[config.mk]
export PLATFORM = sky130hd
export DESIGN_NAME = divider_iterative
export DESIGN_NICKNAME = d
export VERILOG_FILES = /design/src/rtl/rv32m_pkg.sv /design/src/rtl/divider_iterative.sv
export SDC_FILE = /design/constraint.sdc
export NUM_CORES = 1
export LEC_CHECK = 0
export CAP_MARGIN = 20
export CORE_MARGIN = 4
export CORE_UTILIZATION = 50
export DETAILED_ROUTE_END_ITERATION = 8
export MAX_ROUTING_LAYER = met4
export PLACE_DENSITY = 0.71
export SYNTH_ARGS = -nofsm -noshare
export SYNTH_HDL_FRONTEND = slang
export SYNTH_SLANG_ARGS = --single-unit
[constraint.sdc]
create_clock -name clk -period 3.8 [get_ports clk]
set_input_delay 0.38 -clock clk [delete_from_list [all_inputs] [get_ports clk]]
set_output_delay 0.38 -clock clk [all_outputs]
set_load 0.05 [all_outputs]
[src/rtl/rv32m_pkg.sv]
// Shared RV32M definitions: opcode and divider state enums, result constants,
// and the single radix-2 restoring-division step used by the divider.
package rv32m_pkg;

   localparam int RV_XLEN = 32;

   typedef enum logic [1:0] {
      OP_DIV  = 2'b00,
      OP_DIVU = 2'b01,
      OP_REM  = 2'b10,
      OP_REMU = 2'b11
   } div_op_e;

   typedef enum logic [1:0] {
      ST_IDLE  = 2'b00,
      ST_CALC  = 2'b01,
      ST_FIXUP = 2'b10
   } div_state_e;

   localparam logic [RV_XLEN-1:0] DIV_BY_ZERO_Q = {RV_XLEN{1'b1}};
   localparam logic [RV_XLEN-1:0] SIGNED_MIN    = {1'b1, {(RV_XLEN-1){1'b0}}};

   typedef struct packed {
      logic [RV_XLEN-1:0] rem;
      logic [RV_XLEN-1:0] quo;
   } div_step_t;

   // The shifted partial remainder can exceed XLEN bits when the divisor has its
   // MSB set, so the trial subtract is one bit wider and its borrow decides the bit.
   function automatic div_step_t divStep(input logic [RV_XLEN-1:0] rem,
                                         input logic [RV_XLEN-1:0] dvd,
                                         input logic [RV_XLEN-1:0] dvsr);
      logic [RV_XLEN:0] shifted;
      logic [RV_XLEN:0] diff;
      div_step_t        res;
      shifted = {rem, dvd[RV_XLEN-1]};
      diff    = shifted - {1'b0, dvsr};
      res.quo = {dvd[RV_XLEN-2:0], ~diff[RV_XLEN]};
      res.rem = diff[RV_XLEN] ? shifted[RV_XLEN-1:0] : diff[RV_XLEN-1:0];
      return res;
   endfunction

endpackage

[src/rtl/divider_iterative.sv]
// Multi-cycle RV32M divide unit (DIV/DIVU/REM/REMU), restoring radix-2,
// one quotient bit per cycle, with a start/ready handshake shared with the multiplier.
module divider_iterative
   import rv32m_pkg::*;
#(
   parameter int XLEN  = RV_XLEN,
   parameter int CNT_W = 6
) (
   input  logic            clk,
   input  logic            rst_n,
   input  logic            startE,
   input  logic [1:0]      div_opcode,
   input  logic [XLEN-1:0] operand1,
   input  logic [XLEN-1:0] operand2,
   output logic [XLEN-1:0] result_divide,
   output logic            ready,
   output logic            busy
);

   div_state_e       r_state;
   div_op_e          r_op;
   logic [XLEN-1:0]  r_rem;
   logic [XLEN-1:0]  r_dvd;
   logic [XLEN-1:0]  r_dvsr;
   logic [CNT_W-1:0] r_cnt;
   logic             r_signQ;
   logic             r_signR;
   logic [XLEN-1:0]  r_result;
   logic             r_ready;
   logic             r_busy;

   logic             w_signedOp;
   logic             w_isRem;
   logic             w_s1;
   logic             w_s2;
   logic [XLEN-1:0]  w_abs1;
   logic [XLEN-1:0]  w_abs2;
   logic             w_divZero;
   logic             w_overflow;
   div_step_t        w_step;
   logic [XLEN-1:0]  w_quoFix;
   logic [XLEN-1:0]  w_remFix;

   // Opcode bit 0 selects unsigned, bit 1 selects remainder.
   assign w_signedOp = ~div_opcode[0];
   assign w_isRem    = div_opcode[1];
   assign w_s1       = w_signedOp & operand1[XLEN-1];
   assign w_s2       = w_signedOp & operand2[XLEN-1];
   assign w_abs1     = w_s1 ? -operand1 : operand1;
   assign w_abs2     = w_s2 ? -operand2 : operand2;
   assign w_divZero  = (operand2 == '0);
   assign w_overflow = w_signedOp && (operand1 == SIGNED_MIN) && (operand2 == '1);

   assign w_step   = divStep(r_rem, r_dvd, r_dvsr);
   assign w_quoFix = r_signQ ? -r_dvd : r_dvd;
   assign w_remFix = r_signR ? -r_rem : r_rem;

   // r_dvd doubles as the quotient: dividend bits shift out the top while
   // quotient bits shift in at the bottom, so after XLEN steps it holds the quotient.
   always_ff @(posedge clk or negedge rst_n) begin
      if (!rst_n) begin
         r_state  <= ST_IDLE;
         r_op     <= OP_DIV;
         r_rem    <= '0;
         r_dvd    <= '0;
         r_dvsr   <= '0;
         r_cnt    <= '0;
         r_signQ  <= 1'b0;
         r_signR  <= 1'b0;
         r_result <= '0;
         r_ready  <= 1'b0;
         r_busy   <= 1'b0;
      end else begin
         r_ready <= 1'b0;
         case (r_state)
            ST_IDLE: begin
               if (startE) begin
                  r_op <= div_op_e'(div_opcode);
                  if (w_divZero) begin
                     r_result <= w_isRem ? operand1 : DIV_BY_ZERO_Q;
                     r_ready  <= 1'b1;
                  end else if (w_overflow) begin
                     r_result <= w_isRem ? '0 : SIGNED_MIN;
                     r_ready  <= 1'b1;
                  end else begin
                     r_dvd   <= w_abs1;
                     r_dvsr  <= w_abs2;
                     r_signQ <= w_s1 ^ w_s2;
                     r_signR <= w_s1;
                     r_rem   <= '0;
                     r_cnt   <= '0;
                     r_busy  <= 1'b1;
                     r_state <= ST_CALC;
                  end
               end
            end
            ST_CALC: begin
               r_rem <= w_step.rem;
               r_dvd <= w_step.quo;
               r_cnt <= r_cnt + 1'b1;
               if (r_cnt == CNT_W'(XLEN-1)) begin
                  r_state <= ST_FIXUP;
               end
            end
            ST_FIXUP: begin
               r_result <= ((r_op == OP_REM) || (r_op == OP_REMU)) ? w_remFix : w_quoFix;
               r_ready  <= 1'b1;
               r_busy   <= 1'b0;
               r_state  <= ST_IDLE;
            end
            default: begin
               r_state <= ST_IDLE;
               r_busy  <= 1'b0;
            end
         endcase
      end
   end

   assign result_divide = r_result;
   assign ready         = r_ready;
   assign busy          = r_busy;

endmodule

==> metrics.txt <==
part of the power in the clock network=15.3%; Sw Ratio=46.1%; IO Pins=103; max-slew violation count=0; H-tree Lvls=4; Critical Path Max Stage Delay=0.48 ns; Final Hold Viols=8; Die Y=158 um; CP Data Arrival Time=3.73 ns; GRT overflow=0; total power=11900 uW; CP max stage cell=a2111o_1; top-count cell post-synth=a21oi_1; relative slew slack=30.6%; most used cell, CP=nand3_1; Filler cells=1956; Startpoint Class=flop; ranking of synthesized cells by area=dfrtp_1 31%, a21oi_1 7.2%, xor2_1 5.6%, xnor2_1 5.5%, nand2_1 4.7%; dpl cells=1757; CTS tree=built; Combinational Power Share=59.2%; P_int=6400 uW; setup bufs post-CTS=0; share of cells above drive strength 1=5.89%; sequential area share after synthesis=31.4%; setup violators final=0; type of element capturing the critical path=flop; DR DRC count=0; Port Buffers=102; Core Area=22000 um^2; HP Class=in2async; post-synthesis adder-cell area fraction=4.41%; Worst Path Class, Setup=reg2reg; RSZ-0062 raised after global routing=false; fin cells=1790; mean number of vias per cell=6.01; worst-path cell chain=inv_1 > ha_1 > fa_1 > nand2b_1 > a21oi_1 > o211ai_1 > nand3_1 > a2111o_1 > nand3_1 > buf_12 > nand3_1 > o211ai_1; CP Max Fanout=26; Worst-Skew Late Latency=0.43 ns; largest family of logic cells by synthesized area=compound AO/OA/AOI/OAI gates; commonest cells in the netlist=162 x a21oi_1, 141 x dfrtp_1, 141 x nand2_1; nets=1605; leakage power=0.00548 uW; Post-synth ARST share=100%; Rows=54; Fin Setup TNS=0 ns; CTS Root Cell=clkbuf_16; gate count after technology mapping=1432; gr usage total=26.2%; pwr dens=897 nW/um^2; initial antenna violation count=0; pin count of the biggest net entering global routing=80; hold_ws=-0.0239 ns; Yosys top cell by area=dfrtp_1; Post-synth EDFFs=0; delay-heaviest family, CP=compound AO/OA/AOI/OAI gates; simple-gate area share of the yosys netlist=21.3%; hold buffer count at CTS=0; via count=10752; Flop pwr share=25.5%; Top FF cell, synth=dfrtp_1; Yosys cell types=69; total die area=24900 um^2; drt initial violations=931; HPWL Detailed=23600 um; First-pass DRT Iterations=8; Slew @ Worst Pin=1.04 ns; status=finished, violations left; chip width=158 um; Avg Inst Size Synth=7.85 um^2; gpl congestion=0.958; TritonCTS Buffers=17; n_diodes=0; post-route clock skew=0.00805 ns; post-synthesis xor/xnor area fraction=11.1%; area growth from synthesis to layout=17.8%; Starting Density=51.2%; CTS resizes=0; Synth top area share=31.4%; post-synthesis mux area share=0.723%; Sw Pwr=5480 uW; R2R cell count=12; CP Buf/Inv Count=2; total wire length=31800 um; Final min period=3.39 ns; yosys synthesis warning count=0; failing checks=hold timing; Post-Syn Area=11200 um^2; Max rail drop VDD=393 uV; Tcrit/Tclk final=89.3%; drt wl/cell=17.8 um; vias in the first global route=9952; ANT nets after route=0; CTS Sinks=141; post-synthesis register bit count=141; clk buf depth=2; clk slew on worst S/H paths=0.06 ns; first-pass GRT wire length=51200 um; Compound-Gate Fraction of Synth Area=25.4%; Net Count, Synth=1540; Max Cap Viol=0; Critical Path RT=4.14 ns; fmax=0.295 GHz; critical path depth=12
## logic make-up (layout without fill, tap and decap cells)
family          after synthesis  count (layout)
flops                       141             141
fa+ha+maj                    39              39
mux                           8               8
buf+inv                     159             237
xor+xnor                    143             143
simple gates                491             491
compound gates              451             451
## final timing paths
kind	start	slack [ns]	end
worst max-delay path	r_dvd[31]	0.41	r_rem[24]
worst min-delay path	rst_n	-0.02	result_divide[1]
worst max register to register	r_dvd[31]	0.41	r_rem[24]
worst min register to register	r_cnt[5]	0.47	r_state[1]
max in group asynchronous	rst_n	2.96	r_dvsr[23]
min in group clk	r_cnt[5]	0.47	r_state[1]
## metrics by stage
stage	hold slack, ns	util [%]	instance area, um^2	setup WS, ns
floorplan	0.0844	-	11200	0.695
global placement	0.458	57.3	12600	0.319
detailed placement	0.460	57.3	12600	0.232
CTS	0.0341	60.3	13200	0.410
global route	0.0478	60.3	13200	0.266
finish	-0.0239	60.3	13200	0.406
## routing by layer
metal	track usage [%]	vias up	share of wire, %	wire length (um)
li1	-	5283	-	-
met1	35.4	4998	46	14500
met2	40.9	409	45	14400
met3	3.99	62	6.6	2100
met4	8.20	0	2.4	755
met5	-	-	0	0
## power groups by stage
| stage | clock, uW | sequential [uW] | combinational, uW |
|---|---|---|---|
| after floorplan | 0 | 2750 | 5350 |
| after global placement | 0 | 3000 | 6790 |
| after detailed placement | 0 | 3020 | 6920 |
| after CTS | 1830 | 3000 | 6970 |
| after global routing | 1920 | 3140 | 7810 |
| final | 1820 | 3030 | 7030 |
## registers in the layout, indices dropped and copies added (netlist names)
name and count:
r_dvd 32, r_dvsr 32, r_rem 32, result_divide 32, r_cnt 6, r_state 2, busy 1, r_op 1
r_signQ 1, r_signR 1, ready 1
## cell type report
type                    count  area, um^2  share of cell area [%]
multi-input cells        1132        7090                    53.5
flip-flops and latches    141        3530                    26.6
repair buffers            139        1380                    10.4
clock buffers              22         484                    3.66
well taps                 280         350                    2.65
inverters                  66         248                    1.87
clock inverters            10         160                    1.21
## cells in the final DEF (no fill, tap or decap), types with 8 or more instances in the layout
cell type,n
a211oi_1,23
a21o_1,20
a21oi_1,162
a221o_1,25
a31oi_1,11
and2_1,9
buf_4,30
clkbuf_16,17
clkdlybuf4s50_1,101
dfrtp_1,140
ha_1,38
inv_1,66
nand2_1,141
nand2b_1,22
nand3_1,18
nand4_1,27
nor2_1,130
nor2b_1,19
nor3_1,42
nor4_1,15
o211ai_1,24
o21a_1,8
o21ai_0,98
o31ai_1,29
o41ai_1,14
or3_1,20
or4_1,10
xnor2_1,71
xor2_1,72
Note: power is estimated with default switching activity, not from simulation.
